`config.mk`:
```
export PLATFORM = sky130hd
export DESIGN_NAME = match_controller_flat
export DESIGN_NICKNAME = d
export VERILOG_FILES = /design/src/rtl/match_pkg.sv /design/src/rtl/match_controller_if.sv /design/src/rtl/serve_timer.sv /design/src/rtl/match_controller.sv /design/src/flat_wrapper.sv
export SDC_FILE = /design/constraint.sdc
export NUM_CORES = 1
export LEC_CHECK = 0
export ABC_AREA = 1
export BUFFER_PORTS_ARGS = -buffer_cell sky130_fd_sc_hd__buf_2
export CORE_UTILIZATION = 35
export DETAILED_ROUTE_END_ITERATION = 10
export MAX_ROUTING_LAYER = met4
export PLACE_DENSITY = 0.67
export SYNTH_ARGS = -nofsm -noshare
export SYNTH_HDL_FRONTEND = slang
export SYNTH_SLANG_ARGS = --single-unit
```
`constraint.sdc`:
```
create_clock -name clk -period 1.8 [get_ports clk]
set_input_delay 0.18 -clock clk [delete_from_list [all_inputs] [get_ports clk]]
set_output_delay 0.18 -clock clk [all_outputs]
set_load 0.01 [all_outputs]
```
`src/rtl/match_pkg.sv`:
```
// Shared match definitions: phase and winner encodings plus default match
// parameters. The game-screen state machine imports this package too, so the
// encodings must stay in step with what it decodes.
package match_pkg;

  typedef enum logic [1:0] {
    PH_SPLASH = 2'd0,
    PH_SERVE  = 2'd1,
    PH_PLAY   = 2'd2,
    PH_OVER   = 2'd3
  } phase_e;

  typedef enum logic [1:0] {
    WIN_NONE = 2'd0,
    WIN_P1   = 2'd1,
    WIN_P2   = 2'd2
  } winner_e;

  localparam int unsigned WIN_SCORE_DEF   = 5;   // points that end the match (1..7)
  localparam int unsigned SERVE_TICKS_DEF = 60;  // frames of pre-serve pause (1..255)

endpackage

```
`src/rtl/match_controller_if.sv`:
```
// Match controller signal bundle. The game side (master) drives the frame
// strobe, start button and goal strobes; the controller (slave) returns the
// match phase, scores and ball control.
interface match_controller_if;

  logic       tick;
  logic       start;
  logic       goal_p1;
  logic       goal_p2;
  logic [1:0] phase;
  logic [2:0] p1_score;
  logic [2:0] p2_score;
  logic [1:0] winner;
  logic       play_en;
  logic       ball_reset;
  logic       serve_dir;

  modport master (
    output tick, start, goal_p1, goal_p2,
    input  phase, p1_score, p2_score, winner, play_en, ball_reset, serve_dir
  );

  modport slave (
    input  tick, start, goal_p1, goal_p2,
    output phase, p1_score, p2_score, winner, play_en, ball_reset, serve_dir
  );

endinterface

```
`src/rtl/serve_timer.sv`:
```
// Pre-serve countdown: 8-bit down-counter loaded at the start of each serve and
// decremented on frame ticks. done_o flags that the count is zero after this
// edge, so the FSM can leave SERVE on the same edge the count reaches zero.
module serve_timer (
  input  logic       clk,
  input  logic       rst_n,
  input  logic       load_i,
  input  logic [7:0] load_val_i,
  input  logic       tick_i,
  output logic       done_o
);

  logic [7:0] count_q;
  logic [7:0] count_d;

  // Next count: load wins, otherwise count down on tick and stop at zero.
  always_comb begin
    count_d = count_q;
    if (load_i) begin
      count_d = load_val_i;
    end else if (tick_i && (count_q != 8'd0)) begin
      count_d = count_q - 8'd1;
    end
  end

  assign done_o = (count_d == 8'd0);

  // Count register with synchronous active-low reset.
  // NOTE: sequential state uses non-blocking (<=) so every register samples
  // pre-edge values regardless of block ordering; blocking here would race.
  always_ff @(posedge clk) begin
    if (!rst_n) begin
      count_q <= 8'd0;
    end else begin
      count_q <= count_d;
    end
  end

endmodule

```
`src/rtl/match_controller.sv`:
```
// Match controller: sequences SPLASH -> SERVE -> PLAY -> (SERVE | OVER), keeps
// score, and drives ball-control signals. All outputs come from registers, so
// every response shows up the cycle after the input that caused it.
module match_controller
  import match_pkg::*;
#(
  parameter int unsigned WIN_SCORE   = WIN_SCORE_DEF,
  parameter int unsigned SERVE_TICKS = SERVE_TICKS_DEF
) (
  input  logic               clk,
  input  logic               rst_n,
  match_controller_if.slave  bus
);

  localparam logic [2:0] WIN_PTS    = 3'(WIN_SCORE);
  localparam logic [7:0] SERVE_LOAD = 8'(SERVE_TICKS);

  phase_e     state_q, state_d;
  logic       start_prev_q;
  logic [2:0] p1_q, p1_d;
  logic [2:0] p2_q, p2_d;
  winner_e    winner_q, winner_d;
  logic       play_en_q;
  logic       ball_reset_q, ball_reset_d;
  logic       serve_dir_q, serve_dir_d;

  logic       start_rise;
  logic       goal1, goal2;
  logic       p1_wins, p2_wins;
  logic       timer_load, timer_tick, timer_done;

  // Simultaneous goals credit player 1 only.
  assign start_rise = bus.start & ~start_prev_q;
  assign goal1      = bus.goal_p1;
  assign goal2      = bus.goal_p2 & ~bus.goal_p1;
  assign p1_wins    = ((p1_q + 3'd1) == WIN_PTS);
  assign p2_wins    = ((p2_q + 3'd1) == WIN_PTS);
  assign timer_tick = bus.tick & (state_q == PH_SERVE);

  serve_timer u_serve_timer (
    .clk        (clk),
    .rst_n      (rst_n),
    .load_i     (timer_load),
    .load_val_i (SERVE_LOAD),
    .tick_i     (timer_tick),
    .done_o     (timer_done)
  );

  // State register and start-button history (history resets high so a start
  // held through reset does not count as a press).
  always_ff @(posedge clk) begin
    if (!rst_n) begin
      state_q      <= PH_SPLASH;
      start_prev_q <= 1'b1;
    end else begin
      state_q      <= state_d;
      start_prev_q <= bus.start;
    end
  end

  // Next-state logic.
  // NOTE: every always_comb output gets a default first so no path leaves it
  // unassigned; a missing default infers a latch.
  always_comb begin
    state_d = state_q;
    unique case (state_q)
      PH_SPLASH: if (start_rise) state_d = PH_SERVE;
      PH_SERVE:  if (timer_done) state_d = PH_PLAY;
      PH_PLAY: begin
        if (goal1)      state_d = p1_wins ? PH_OVER : PH_SERVE;
        else if (goal2) state_d = p2_wins ? PH_OVER : PH_SERVE;
      end
      PH_OVER:   if (start_rise) state_d = PH_SPLASH;
      default:   state_d = PH_SPLASH;
    endcase
  end

  // Output next-values: scores, winner, serve direction, ball reset, timer load.
  always_comb begin
    p1_d         = p1_q;
    p2_d         = p2_q;
    winner_d     = winner_q;
    serve_dir_d  = serve_dir_q;
    ball_reset_d = 1'b0;
    timer_load   = 1'b0;
    unique case (state_q)
      PH_SPLASH: begin
        if (start_rise) begin
          p1_d         = 3'd0;
          p2_d         = 3'd0;
          winner_d     = WIN_NONE;
          serve_dir_d  = 1'b0;
          timer_load   = 1'b1;
          ball_reset_d = 1'b1;
        end
      end
      PH_PLAY: begin
        if (goal1) begin
          p1_d = p1_q + 3'd1;
          if (p1_wins) begin
            winner_d = WIN_P1;
          end else begin
            timer_load   = 1'b1;
            ball_reset_d = 1'b1;
            serve_dir_d  = 1'b1;
          end
        end else if (goal2) begin
          p2_d = p2_q + 3'd1;
          if (p2_wins) begin
            winner_d = WIN_P2;
          end else begin
            timer_load   = 1'b1;
            ball_reset_d = 1'b1;
            serve_dir_d  = 1'b0;
          end
        end
      end
      PH_OVER: begin
        if (start_rise) begin
          p1_d     = 3'd0;
          p2_d     = 3'd0;
          winner_d = WIN_NONE;
        end
      end
      default: ;
    endcase
  end

  // Output registers; play_en tracks the next state so it drops on the same
  // edge the phase leaves PLAY.
  always_ff @(posedge clk) begin
    if (!rst_n) begin
      p1_q         <= 3'd0;
      p2_q         <= 3'd0;
      winner_q     <= WIN_NONE;
      play_en_q    <= 1'b0;
      ball_reset_q <= 1'b0;
      serve_dir_q  <= 1'b0;
    end else begin
      p1_q         <= p1_d;
      p2_q         <= p2_d;
      winner_q     <= winner_d;
      play_en_q    <= (state_d == PH_PLAY);
      ball_reset_q <= ball_reset_d;
      serve_dir_q  <= serve_dir_d;
    end
  end

  assign bus.phase      = state_q;
  assign bus.p1_score   = p1_q;
  assign bus.p2_score   = p2_q;
  assign bus.winner     = winner_q;
  assign bus.play_en    = play_en_q;
  assign bus.ball_reset = ball_reset_q;
  assign bus.serve_dir  = serve_dir_q;

endmodule

```
`src/flat_wrapper.sv`:
```
// flat-port wrapper written by rule: the top's interface ports become plain ports
module match_controller_flat import match_pkg::*;
#(
  parameter int unsigned WIN_SCORE   = WIN_SCORE_DEF,
  parameter int unsigned SERVE_TICKS = SERVE_TICKS_DEF
)
  (clk, rst_n, bus_tick, bus_start, bus_goal_p1, bus_goal_p2, bus_phase, bus_p1_score, bus_p2_score, bus_winner, bus_play_en, bus_ball_reset, bus_serve_dir);
  match_controller_if bus_i ();
  input  logic clk;
  input  logic rst_n;
  input wire logic [$bits(bus_i.tick)-1:0] bus_tick;
  input wire logic [$bits(bus_i.start)-1:0] bus_start;
  input wire logic [$bits(bus_i.goal_p1)-1:0] bus_goal_p1;
  input wire logic [$bits(bus_i.goal_p2)-1:0] bus_goal_p2;
  output wire logic [$bits(bus_i.phase)-1:0] bus_phase;
  output wire logic [$bits(bus_i.p1_score)-1:0] bus_p1_score;
  output wire logic [$bits(bus_i.p2_score)-1:0] bus_p2_score;
  output wire logic [$bits(bus_i.winner)-1:0] bus_winner;
  output wire logic [$bits(bus_i.play_en)-1:0] bus_play_en;
  output wire logic [$bits(bus_i.ball_reset)-1:0] bus_ball_reset;
  output wire logic [$bits(bus_i.serve_dir)-1:0] bus_serve_dir;
  assign bus_i.tick = bus_tick;
  assign bus_i.start = bus_start;
  assign bus_i.goal_p1 = bus_goal_p1;
  assign bus_i.goal_p2 = bus_goal_p2;
  assign bus_phase = bus_i.phase;
  assign bus_p1_score = bus_i.p1_score;
  assign bus_p2_score = bus_i.p2_score;
  assign bus_winner = bus_i.winner;
  assign bus_play_en = bus_i.play_en;
  assign bus_ball_reset = bus_i.ball_reset;
  assign bus_serve_dir = bus_i.serve_dir;
  match_controller #(.WIN_SCORE(WIN_SCORE), .SERVE_TICKS(SERVE_TICKS)) u_core (.clk(clk), .rst_n(rst_n), .bus(bus_i));
endmodule
```
## Word-level counts from Yosys, hierarchy flattened

Cells that the tools add are included.

- Bits in read-only memories: 0
- Output and inout port bits: 13
- Memories kept: 0
- Input bits: 6
- RAM bits: 0
- Bits in latches: 0
- Flip-flop bits (word level): 22
- Logic and storage cells: 78

- Order comparisons: 0
- Multiplexer cells: 34
- Reduce and logical (&&, ||, !) cells: 11
- Shift operators: 0
- Equal/unequal tests: 16
- Bitwise logic cells: 5
- $add $sub $neg: 3
- Multiply operators: 0
- Div/mod/pow operators: 0

Operators with widths:

| kind | count |
|---|---|
| 2-to-1 mux 2 bit | 12 |
| 2-to-1 mux 8 bit | 2 |
| 2-to-1 mux 3 bit | 4 |
| case mux 3 bit (2 select lines) | 2 |
| 2-to-1 mux 1 bit | 10 |
| AND reduction 5 bit | 2 |
| != test 3 x 2 -> 1 bit, second input constant | 3 |
| zero test 8 bit | 1 |
| case mux 2 bit (4 select lines) | 1 |
| nonzero test 8 bit | 1 |
| subtractor 8 x 1 -> 8 bit, second input constant | 1 |
| adder 3 x 1 -> 3 bit, second input constant | 2 |
| == test 2 bit, second input constant | 3 |
| == test 3 bit, second input constant | 2 |
| != test 2 x 1 -> 1 bit, second input constant | 3 |
| != test 3 bit, second input constant | 2 |
| != test 2 bit, second input constant | 2 |
| case mux 1 bit (2 select lines) | 2 |
| case mux 2 bit (2 select lines) | 1 |
| AND reduction 4 bit | 1 |
| nonzero test 2 bit | 2 |
| bitwise AND 1 bit | 3 |
| AND reduction 3 bit | 1 |
| == test 2 x 1 -> 1 bit, second input constant | 1 |
| other kinds (4) | 5 |

## Longest topological paths before layout

Gate-level depths: netlist of the first run.

- Depth after elaboration: 11
- Gate-level depth with buffers: 16
- Depth with buffers taken out: 16

## Cells and area by module

A second synthesis of the first run with hierarchy kept.

- Cell total of the unflattened synthesis: 236
- Area total of the unflattened synthesis: 1514.0 µm²

By module, submodules not included:

| module | times used | cells an instance | area an instance (µm²) | sequential area each (µm²) |
|---|---|---|---|---|
| match_controller | 1 | 126 | 842.1 | 280.3 |
| serve_timer | 1 | 110 | 671.9 | 160.2 |

## Least setup slack after synthesis of the first run

Ideal clock, no wire load.

- Path type: register to register
- Start point: reg u_core.state_q[0] (netlist: u_core.bus.phase[0])
- End point: reg u_core.state_q[0] (netlist: u_core.bus.phase[0])
- Buffers on the path: 0
- Library setup time: 0.115 ns
- Arrival time: 1.864 ns
- Cell stages (with the launch flop): 14
- Setup slack: -0.179 ns
- Data required time: 1.685 ns
- Clock period less this slack: 1.979 ns
- Cells stage by stage: dfxtp_1 > inv_1 > ha_1 > nand2_2 > nor2_2 > nand2_1 > nand3_1 > nor2_1 > nand2_1 > nor2_1 > nand2_1 > nand2_1 > a21oi_2 > and2_1

- Longest elaborated chain between the ends: 8
- Elaborated cells on any way between the ends: 16
- Classes of those cells: eq/ne: 3; mux: 9; bitwise: 1; reduce/logical: 3

RTL lines:

| item | RTL line | RTL |
|---|---|---|
| start: declaration | match_controller.sv:18 | `phase_e state_q, state_d;` |
| start signal: assignment | match_controller.sv:56 | `state_q <= state_d;` |
| == test 2 x 1 -> 1 bit | match_controller.sv:38, match_controller.sv:66 |  |
| bitwise AND 1 bit | match_controller.sv:38 | `assign timer_tick = bus.tick & (state_q == PH_SERVE);` |
| logical AND 1 bit | serve_timer.sv:21 | `end else if (tick_i && (count_q != 8'd0)) begin` |
| 2-to-1 mux 8 bit | serve_timer.sv:21 |  |
| 2-to-1 mux 8 bit | serve_timer.sv:19 | `if (load_i) begin` |
| zero test 8 bit | serve_timer.sv:26 | `assign done_o = (count_d == 8'd0);` |
| 2-to-1 mux 2 bit | match_controller.sv:68 | `PH_SERVE: if (timer_done) state_d = PH_PLAY;` |
| case mux 2 bit (4 select lines) * | match_controller.sv:66 | `unique case (state_q)` |

Mark *: on every way between the ends. The rest lies on a longest branch, timed or not.
A chain may end at the register's enable or synchronous reset.

## Worst setup path in the final report of the first run

- Start point: reg u_core.u_serve_timer.count_q[1]
- End point: reg u_core.state_q[0] (netlist: u_core.bus.phase[0])

- Longest elaborated chain between the ends: 7
- Elaborated cells on any way between the ends: 8
- Classes of those cells: add/sub: 1; mux: 4; reduce/logical: 3

RTL lines:

| item | RTL line | RTL |
|---|---|---|
| start: declaration | serve_timer.sv:13 | `logic [7:0] count_q;` |
| start signal: assignment | serve_timer.sv:35 | `count_q <= count_d;` |
| branches (longest 2 deep; another with subtractor 8 x 1 -> 8 bit) | n/a |  |
| 2-to-1 mux 8 bit * | serve_timer.sv:21 |  |
| 2-to-1 mux 8 bit * | serve_timer.sv:19 |  |
| zero test 8 bit * | serve_timer.sv:26 |  |
| 2-to-1 mux 2 bit * | match_controller.sv:68 |  |
| case mux 2 bit (4 select lines) * | match_controller.sv:66 |  |

Every way passes the cells marked *.

==> results of run 1 <==
[worst reg2reg max path, cell delays in order (launching register included)]
cell and delay [ns]:
dfxtp_2 0.36, inv_2 0.06, ha_4 0.17, nand2_4 0.09, nor2_4 0.05, nor2_4 0.20
nand2_1 0.08, nand2_1 0.11, nor2_4 0.05, nand2_2 0.06, nor2_1 0.04, nand2_1 0.08
nand2_1 0.07, a21oi_2 0.15, and2_1 0.14
[area by class of cell]
cell class              count  area, um^2
clock buffers               4        55.1
fillers                   358        1680
inverters                  38         143
multi-input cells         154        1070
flip-flops and latches     22         458
well taps                  48        60.1
repair buffers             50         334
[power breakdown]
part	leakage (nW)	internal [W]	switching (W)
Sequential	0.184	0.000633	0.000119
Clock	0.0288	0.000195	0.000157
Combinational	0.849	0.00105	0.00131
Total	1.06	0.00188	0.00158
[cells in the final DEF, fill, tap and decap left out, types with 9 or more instances in the layout]
master,count
buf_4,31
inv_1,29
dfxtp_1,14
nor2_1,18
a21oi_1,9
nand2_1,44
inv_2,9
buf_2,18
nand2_2,12
[metal layers]
layer / vias to the layer above / wire, um / global-route usage, %
li1: 787 / - / -
met1: 688 / 1490 / 19.1
met2: 27 / 2010 / 32.3
met3: 8 / 97 / 2.59
met4: 0 / 50 / 5.16
met5: - / 0 / -
[worst paths after layout]
path / start / to / slack [ns]
max: u_core.u_serve_timer.count_q[1]$_SDFF_PN0_ / u_core.bus.phase[0]$_SDFF_PN0_ / 0.03
min: bus_start / u_core.start_prev_q$_SDFF_PN1_ / 0.11
max reg2reg: u_core.u_serve_timer.count_q[1]$_SDFF_PN0_ / u_core.bus.phase[0]$_SDFF_PN0_ / 0.03
min reg2reg: u_core.bus.serve_dir$_SDFFE_PN0P_ / u_core.bus.serve_dir$_SDFFE_PN0P_ / 0.45
[sequential cells by signal (all words and copies together) (netlist names)]
| register | flops |
|---|---|
| u_core.u_serve_timer.count_q | 8 |
| u_core.bus.phase | 2 |
| u_core.start_prev_q | 1 |
| u_core.bus.serve_dir | 1 |
| u_core.bus.play_en | 1 |
| u_core.bus.p1_score | 3 |
| u_core.bus.winner | 2 |
| u_core.bus.p2_score | 3 |
| u_core.bus.ball_reset | 1 |
[stage by stage]
step                      worst slack (ns)  cell area, um^2  total power [W]  instances
final                               0.0271             2120          0.00347        316
after global routing                -0.158             2120          0.00375        316
after CTS                          0.00263             1980          0.00318        313
after detailed placement           -0.0865             1780          0.00266        305
after global placement             -0.0307             1780          0.00264        305
after floorplan                     0.0200             1440          0.00200        215
[kinds of logic (layout without fill, tap and decap cells)]
group | after synthesis | count (layout) | synth area share (%)
buf+inv | 39 | 92 | 10.2
xor+xnor | 1 | 1 | 0.613
fa+ha+maj | 11 | 11 | 9.62
flops | 22 | 22 | 30.8
compound gates | 27 | 27 | 12.1
simple gates | 115 | 115 | 36.7
[what timing repair did]
item / 4_1_cts / 5_1_grt
setup endpoints to repair: 3 / 5
pin swaps: 13 / 22
resized for setup: 34 / 33
buffers inserted: 4 / 3
==> metrics, run 1 <==
sort of element at the end of the critical path=register; top cells by instance count after synthesis=nand2_1, inv_1, nor2_1, dfxtp_1, nand3_1; Max Fclk=around 560 MHz; critical path's largest stage delay=~0.36 ns; top cells by area in the synthesized netlist=dfxtp_1, nand2_1, ha_1, inv_1, nor2_1; number of synthesis warnings=0; Ports=19; number of synthesized flops with an enable pin=0; placeable core area=0.00380 mm^2; critical path peak fanout=8; status=finished clean; kind of cell with the highest combined delay on the critical path=simple AND/OR/NAND/NOR gates; number of antenna violations at the first check in global routing=0; largest net degree at the start of global routing=15; measured slew at the worst slew-check pin=approximately 0.51 ns; most used cell along the critical path=nand2_1; share of post-route cells with drive strength above 1=44.8%; drt first pass iters=4; Relative slew margins=between 60% and 70%; die span in y=between 60 and 70 um; number of buffers inserted by port buffering=18; Synth area leader=dfxtp_1; highest ir drop seen on vdd=between 1 and 1.5 mV; share of synthesized registers carrying an async set or reset=0%; power density over the cells=about 1600 mW/mm^2; Clk Latency, worst-skew pair=roughly 0.26 ns; routability congestion estimate from global placement=between 0.8 and 0.9; master of the slowest instance on the critical path=dfxtp_2; Via density=4.78; sequential fraction of the synthesis area=between 30% and 40%; share of the clock period used by the worst path=a little over nine tenths; Initial Utilization=between 30% and 40%; TritonCTS Sinks=22; global-route usage over all layers=around 17%; number of design rule violations left after detail routing=0; flop and latch count out of synthesis=22; antenna-violating nets left=0; Die Wd=approximately 66 um; WHS=~0.11 ns; clock root buffer master=clkbuf_8; critical path startpoint category=register; final antenna diode count=0; Core Util, Final=between 50% and 60%; clock tree from TritonCTS=done; number of buffers inserted for hold repair after clock tree synthesis=0; final worst path period need=~1.8 ns; clock-pin slew reported for the worst setup and hold paths after clock tree synthesis=around 0.080 ns; CTS Buf Count=3; CP Depth=14; critical path start-end classification=register to register; via count=1510; Routed wire per std cell=approximately 12 um; required time at the endpoint of the critical path=about 2 ns; final count of negative-setup-slack endpoints=0; vias in the first global route=around 1400; setup repair after global routing missed its margin=yes; main flop type after synthesis=dfxtp_1; GR Overflow Total=0; # nets final=286; detailed router's first-iteration violation count=71; post-synth net total=232; dpl hpwl=2560 um; Synth top area share=30.8%; Cell variety after synth=28; most numerous cell in the Yosys netlist=nand2_1; Final Hold Vio Count=0; wire length of the first global-routing pass=5730 um; overall die area=0.00435 mm^2; Gate Count Post-Synth=approximately 220; synthesis-to-layout area growth=48.0%; number of placement rows=22; Worst Hold Depth=3; worst clock skew=roughly 0.0015 ns; Max Transition Viols Final=0; count of max-cap constraint violations=0; Final TNS setup=0 ns; netlist area before placement=between 0.001 and 0.0015 mm^2; count of H-tree levels built during CTS=1; cell breakdown of the critical path=inv_2, ha_4, nand2_4, nor2_4, nor2_4, nand2_1, nand2_1, nor2_4, nand2_2, nor2_1, nand2_1, nand2_1, a21oi_2, and2_1; Syn Area/Cell=roughly 6.7 um^2; routed wire length=3640 um; length in cells of the worst reg-to-reg path=14; maximum number of buffers from clock root to sink=2; P_leak=1.06 nW; worst path buffer plus inverter count=1; hold crit path type=primary input to register; data arrival at the endpoint of the critical path=between 1.5 and 2 ns
No activity file was read; power rests on OpenSTA's default activity.
==> run 2: changes to the inputs <==
- MAX_ROUTING_LAYER: met4 -> default
- SYNTH_HIERARCHICAL: default -> 1
==> run 2 against run 1 <==
  * The flow now finishes with violations (negative setup slack)
  * Critical path type unchanged
  * Worst setup slack got worse by 0.38 ns
  * Die area rose by 5.7%
  * Sequential share of layout area fell by 1.5 points
  * Cell count rose by 16%
  * Combinational power fell by 80%
  * Global-route usage rose by 1.3 points
  * Largest power group is now registers
  * Area after synthesis rose by 5.9%
  * Routed wire length rose by 5.8%
==> metrics, run 2 <==
status=finished, violations left; failing checks=negative setup slack; Worst Setup Slack, final=-0.352 ns (-0.379 ns); most used cell along the critical path=nand2_2; power density over the cells=585 mW/mm^2 (-64%); Ports=19 (unchanged); Via density=4.52 (-5.3%); sequential fraction of the synthesis area=29.1% (-1.7 points); count of H-tree levels built during CTS=1 (unchanged); number of design rule violations left after detail routing=0 (unchanged); Syn Area/Cell=6.42 um^2 (-3.6%); Synth area leader=dfxtp_1; switching component of the power=0.000448 W (-72%); clock root buffer master=clkbuf_8; WHS=0.0929 ns (-0.0189 ns); top library cells by usage in the layout, fill and taps aside=nand2_1, buf_4, inv_1; share of the clock period used by the worst path=120% (+21 points); main flop type after synthesis=dfxtp_1; largest net degree at the start of global routing=13 (-2); final worst path period need=2.15 ns (+0.379 ns); # nets final=332 (+16%); critical path peak fanout=4 (-4); length in cells of the worst reg-to-reg path=17 (+3); clock-pin slew reported for the worst setup and hold paths after clock tree synthesis=0.08 ns (about the same); antenna-violating nets left=0 (unchanged); highest ir drop seen on vdd=0.407 mV (-64%); Worst Hold Depth=3 (unchanged); kind of cell with the highest combined delay on the critical path=simple AND/OR/NAND/NOR gates; share of post-route cells with drive strength above 1=42.2% (-2.6 points); detailed router's first-iteration violation count=54 (-24%); most common library cell in the layout ignoring fill and taps=nand2_1; number of synthesized flops with an enable pin=0 (unchanged); clock tree from TritonCTS=done; largest reg by FF count=u_core/u_serve_timer/count_q; Synth top area share=29.1% (-1.7 points); drt first pass iters=5 (+1); routability congestion estimate from global placement=0.930 (+6.9%); most numerous cell in the Yosys netlist=nand2_1; worst path buffer plus inverter count=2 (+1); CTS Buf Count=3 (unchanged); Initial Utilization=37.0% (-0.60 points); number of placement rows=23 (+4.5%); P_leak=1.17 nW (+9.9%); overall die area=0.00459 mm^2 (+5.7%); top cells by area in the synthesized netlist=dfxtp_1, nand2_1, ha_1, inv_1, nand3_1; routed wire length=3850 um (+5.8%); number of synthesis warnings=6 (+6); Final Hold Vio Count=0 (unchanged); cell breakdown of the critical path=ha_4, inv_2, nand2_2, nand3_2, nand2_2, nand2_2, nand2_2, nand2_4, clkinvlp_4, or2_4, nand2_4, nand3_4, nor2_4, o211ai_1, a21oi_2, nand2_1, nor2_1; share of synthesized registers carrying an async set or reset=0% (unchanged); final antenna diode count=0 (unchanged); number of flip-flops in the largest register=8 (unchanged); worst clock skew=0.00941 ns (+0.00792 ns); Max Fclk=465 MHz (-18%); die span in y=67.8 um (+2.8%); critical path start-end classification=register to register; count of max-cap constraint violations=0 (unchanged); number of buffers inserted by port buffering=18 (unchanged); internal power=0.000883 W (-53%); critical path's largest stage delay=0.36 ns (about the same); sequential power share=39.9% (+18 points); Final TNS setup=-0.966 ns (-0.966 ns); Cell variety after synth=31 (+11%); Overall Power=0.00133 W (-62%); vias in the first global route=1563 (+15%); worst reg2reg setup slack=-0.35 ns (-0.38 ns); Clk Latency, worst-skew pair=0.27 ns (about the same); wire length of the first global-routing pass=6600 um (+15%); final count of negative-setup-slack endpoints=3 (+3); dpl hpwl=2900 um (+13%); flop and latch count out of synthesis=22 (unchanged); netlist area before placement=0.00151 mm^2 (+5.9%); sort of element at the end of the critical path=register; top cells by instance count after synthesis=nand2_1, inv_1, dfxtp_1, nor2_1, nand3_1; GR Overflow Total=0 (unchanged); synthesis-to-layout area growth=50.2%; TritonCTS Sinks=22 (unchanged); hold crit path type=primary input to register; via count=1651 (+9.3%); Routed wire per std cell=10.6 um (-8.4%); Gate Count Post-Synth=236 (+9.8%); master of the slowest instance on the critical path=dfxtp_4; Die Wd=67.8 um (+2.8%); global-route usage over all layers=18.7% (+1.3 points); critical path startpoint category=register; number of antenna violations at the first check in global routing=0 (unchanged); maximum number of buffers from clock root to sink=2 (unchanged); setup repair after global routing missed its margin=yes; Max Transition Viols Final=0 (unchanged); number of fillers in the final layout=378 (+5.6%); Sw Ratio=33.7% (-12 points); CP Depth=17 (+3); power share of the clock group=24.2% (+14 points); share of power burned in combinational logic=35.9% (-32 points); data arrival at the endpoint of the critical path=2.36 ns (+0.38 ns); placeable core area=0.00409 mm^2 (+7.6%); required time at the endpoint of the critical path=2.00 ns (about the same)
run 2: worst min-delay path, stage by stage:
cell     delay [ns]
buf_2          0.07
inv_1          0.04
nand2_1        0.05
run 2: routing by layer:
layer / global-route usage, % / wire, um
met5: 0 / 0
met1: 23.7 / 1820
met3: 1.69 / 118
met2: 32.2 / 1860
met4: 7.81 / 53
run 2: what timing repair did:
item,4_1_cts,5_1_grt
cloned,1,0
gates resized for setup,10,11
pin swaps,12,9
endpoints found under the setup margin,3,4
hold buffers,0,0
setup buffers,6,4
run 2: kinds of logic after synthesis:
group / share of synthesized area (%)
flip-flops: 29.1
AO/OA/AOI/OAI: 11.0
other: 0.496
XOR/XNOR: 0.579
adder cells (fa/ha/maj): 8.26
AND/OR/NAND/NOR: 40.5
buffers and inverters: 9.42
multiplexers: 0.661
run 2: area by class of cell:
type	instances	area (um^2)	share of cell area [%]
multi-input combinational	183	1080	47.4
timing repair buffer	70	484	21.3
sequential	22	458	20.1
inverter	35	139	6.11
tap	50	62.6	2.75
clock buffer	3	41.3	1.82
timing repair inverter	1	7.51	0.330
clock inverter	1	3.75	0.165
run 2: worst paths after layout:
check	start	endpoint
max	u_core/bus.p1_score[0]$_SDFFE_PN0P_	u_core/bus.play_en$_SDFF_PN0_
min reg2reg	u_core/bus.serve_dir$_SDFFE_PN0P_	u_core/bus.serve_dir$_SDFFE_PN0P_
min	bus_start	u_core/start_prev_q$_SDFF_PN1_
max reg2reg	u_core/bus.p1_score[0]$_SDFFE_PN0P_	u_core/bus.play_en$_SDFF_PN0_
run 2: power by group through the flow:
| stage | sequential, W | clock, W | combinational (W) |
|---|---|---|---|
| 4_1_cts | 0.000531 | 0.000327 | 0.000445 |
| 3_3_place_gp | 0.000542 | 0 | 0.000405 |
| 2_1_floorplan | 0.000549 | 0 | 0.000255 |
| 6_report | 0.000531 | 0.000322 | 0.000478 |
| 3_5_place_dp | 0.000543 | 0 | 0.000413 |
| 5_1_grt | 0.000536 | 0.000353 | 0.000536 |
run 2: through the flow:
step	utilization (%)	instances	setup slack, ns	cell area [um^2]
floorplan	-	242	-0.122	1620
global placement	50.8	350	-0.234	2080
detailed placement	50.8	350	-0.290	2080
CTS	54.0	361	-0.301	2210
global route	55.6	365	-0.515	2270
finish	55.6	365	-0.352	2270
==> run 3: changes to the inputs <==
- CORE_ASPECT_RATIO: default -> 1.25
==> run 3 against run 2 <==
  * Fmax is 0.13% higher
  * Final area is 1.2% lower
  * Count of clock-buffer cells in the layout is 1 higher
  * Sequential cell count stayed put
  * Global-route usage is 0.070 points lower
  * The flow still finishes with violations (negative setup slack)
  * Sequential power hardly changed
  * Cell count is 0.27% higher
  * Combinational power hardly changed
  * Hold slack better by 0.028 ns
  * Clock skew is 0.0030 ns lower
  * Total power is 0.38% lower
  * Register-to-register slack hardly changed
==> metrics, run 3 (same netlist as run 2, synthesis figures left out) <==
origin of the critical flop-to-flop path=u_core/bus.p1_score[0]$_SDFFE_PN0P_; number of buffers inserted by port buffering=18 (unchanged); number of fillers in the final layout=414 (+9.5%); highest ir drop seen on vdd=0.343 mV (-16%); critical path startpoint category=register; count of H-tree levels built during CTS=1 (unchanged); routed wire length=3810 um (-1.1%); Final Hold Vio Count=0 (unchanged); endpoint of the worst register-to-register path=u_core/bus.play_en$_SDFF_PN0_; via count=1678 (+1.6%); clock tree from TritonCTS=done; overall die area=0.00459 mm^2 (about the same); placeable core area=0.00413 mm^2 (+1.1%); number of placed instances, taps included=352 (+0.57%); number of antenna violations at the first check in global routing=0 (unchanged); TritonCTS Sinks=22 (unchanged); master of the slowest instance on the critical path=dfxtp_4; final worst path period need=2.15 ns (-0.00283 ns); # nets final=327 (-1.5%); largest net degree at the start of global routing=13 (unchanged); Via density=4.58 (+1.4%); top library cells by usage in the layout, fill and taps aside=nand2_1, buf_4, inv_1; worst reg2reg setup slack=-0.35 ns (about the same); die span in y=75.5 um (+11%); most used cell along the critical path=nand2_2; Max Fclk=465 MHz (+0.13%); number of flip-flops in the largest register=8 (unchanged); Routed wire per std cell=10.4 um (-1.4%); number of placement rows=26 (+13%); dpl hpwl=2870 um (-1.2%); count of max-cap constraint violations=0 (unchanged); GR Overflow Total=0 (unchanged); final count of negative-setup-slack endpoints=4 (+1); worst clock skew=0.00646 ns (-0.00296 ns); largest reg by FF count=u_core/u_serve_timer/count_q; Clk Latency, worst-skew pair=0.27 ns (about the same); critical path start-end classification=register to register; Core Util, Final=54.4% (-1.3 points); wl on met1=1570 um (-14%); failing checks=negative setup slack; Max Transition Viols Final=0 (unchanged); WHS=0.121 ns (+0.0280 ns); vias in the first global route=1580 (+1.1%); Setup crit end=u_core/bus.play_en$_SDFF_PN0_; Initial Utilization=36.6% (-0.40 points); clock root buffer master=clkbuf_8; Overall Power=0.00133 W (-0.38%); met2 wire length=2110 um (+13%); power density over the cells=590 mW/mm^2 (+0.85%); routability congestion estimate from global placement=0.878 (-5.6%); Die Wd=60.8 um (-10%); number of buffers inserted for hold repair after clock tree synthesis=0 (unchanged); maximum number of buffers from clock root to sink=2 (unchanged); synthesis-to-layout area growth=48.3%; Ports=19 (unchanged); share of post-route cells with drive strength above 1=41.0% (-1.3 points); cell breakdown of the critical path=ha_4, inv_2, nand2_2, nand3_2, nand2_2, nand2_2, nand2_2, nand2_4, clkinvlp_4, or2_4, nand2_4, nand3_4, nor2_4, o211ai_1, a21oi_1, nand2_1, nor2_1; final cell count without fillers=366 (+0.27%); setup repair after global routing missed its margin=yes; required time at the endpoint of the critical path=2.00 ns (about the same); share of the clock period used by the worst path=119% (-0.16 points); final antenna diode count=0 (unchanged); P_leak=1.15 nW (-1.3%); hold crit path type=primary input to register; Worst Setup Slack, final=-0.349 ns (+0.00283 ns); CTS Buf Count=3 (unchanged); status=finished, violations left; most common library cell in the layout ignoring fill and taps=nand2_1; global-route usage over all layers=18.7% (-0.070 points); antenna-violating nets left=0 (unchanged); drt first pass iters=4 (-1); sort of element at the end of the critical path=register; routed length on met3=67 um (-43%); number of design rule violations left after detail routing=0 (unchanged); wire length of the first global-routing pass=6370 um (-3.6%); top routing layer in use=met4; detailed router's first-iteration violation count=58 (+7.4%); critical path's largest stage delay=0.36 ns (about the same); clock-pin slew reported for the worst setup and hold paths after clock tree synthesis=0.08 ns (about the same); length in cells of the worst reg-to-reg path=17 (unchanged); critical path peak fanout=5 (+1); data arrival at the endpoint of the critical path=2.35 ns (about the same); CP Launch Point=u_core/bus.p1_score[0]$_SDFFE_PN0P_
==> run 3: critical path: cells and delay by family (launching register included) <==
family / cells / cell delay (ns)
flip-flops: 1 / 0.36
buffers and inverters: 2 / 0.18
AND/OR/NAND/NOR: 12 / 1.10
adder cells (fa/ha/maj): 1 / 0.16
AO/OA/AOI/OAI: 2 / 0.28
==> run 3: what timing repair did <==
item | in CTS | in global routing
setup buffers | 3 | 6
resized for setup | 10 | 11
pin swaps | 12 | 4
setup endpoints to repair | 3 | 6
gates cloned | 1 | 0
==> run 3: metrics by stage <==
stage | setup slack (ns) | instance area (um^2) | setup TNS, ns
after floorplan | -0.122 | 1620 | -0.266
after global placement | -0.232 | 2050 | -0.638
after detailed placement | -0.296 | 2050 | -0.792
after CTS | -0.309 | 2160 | -0.819
after global routing | -0.483 | 2250 | -1.67
final | -0.349 | 2250 | -1.16
==> run 3: worst min-delay path by stage <==
stage | cells past startpoint | from | to
3_5_place_dp | 3 | bus_start | u_core/start_prev_q$_SDFF_PN1_
6_report | 3 | bus_start | u_core/start_prev_q$_SDFF_PN1_
5_1_grt | 2 | rst_n | u_core/start_prev_q$_SDFF_PN1_
3_3_place_gp | 3 | bus_start | u_core/start_prev_q$_SDFF_PN1_
4_1_cts | 3 | bus_start | u_core/start_prev_q$_SDFF_PN1_
2_1_floorplan | 1 | rst_n | u_core/start_prev_q$_SDFF_PN1_
==> run 3: area by class of cell <==
cell class                 instances  area [um^2]  share of cell area, %
clock buffer                       4         45.0                   2.01
inverter                          35          136                   6.07
multi-input combinational        183         1070                   47.9
sequential                        22          458                   20.4
tap                               56         70.1                   3.12
timing repair buffer              65          454                   20.2
timing repair inverter             1         7.51                  0.334
==> run 3: routing by layer <==
metal | vias up | track usage [%]
li1 | 887 | -
met1 | 767 | 20.1
met2 | 20 | 36.6
met3 | 4 | 1.53
met4 | 0 | 7.58
met5 | - | 0
==> run 3: where the power goes <==
part | internal (W) | switching, W | total [W] | leakage, nW
combinational | 0.000218 | 0.000259 | 0.000476 | 0.945
clock | 0.000158 | 0.000161 | 0.000319 | 0.0228
sequential | 0.000509 | 0.0000214 | 0.000531 | 0.183
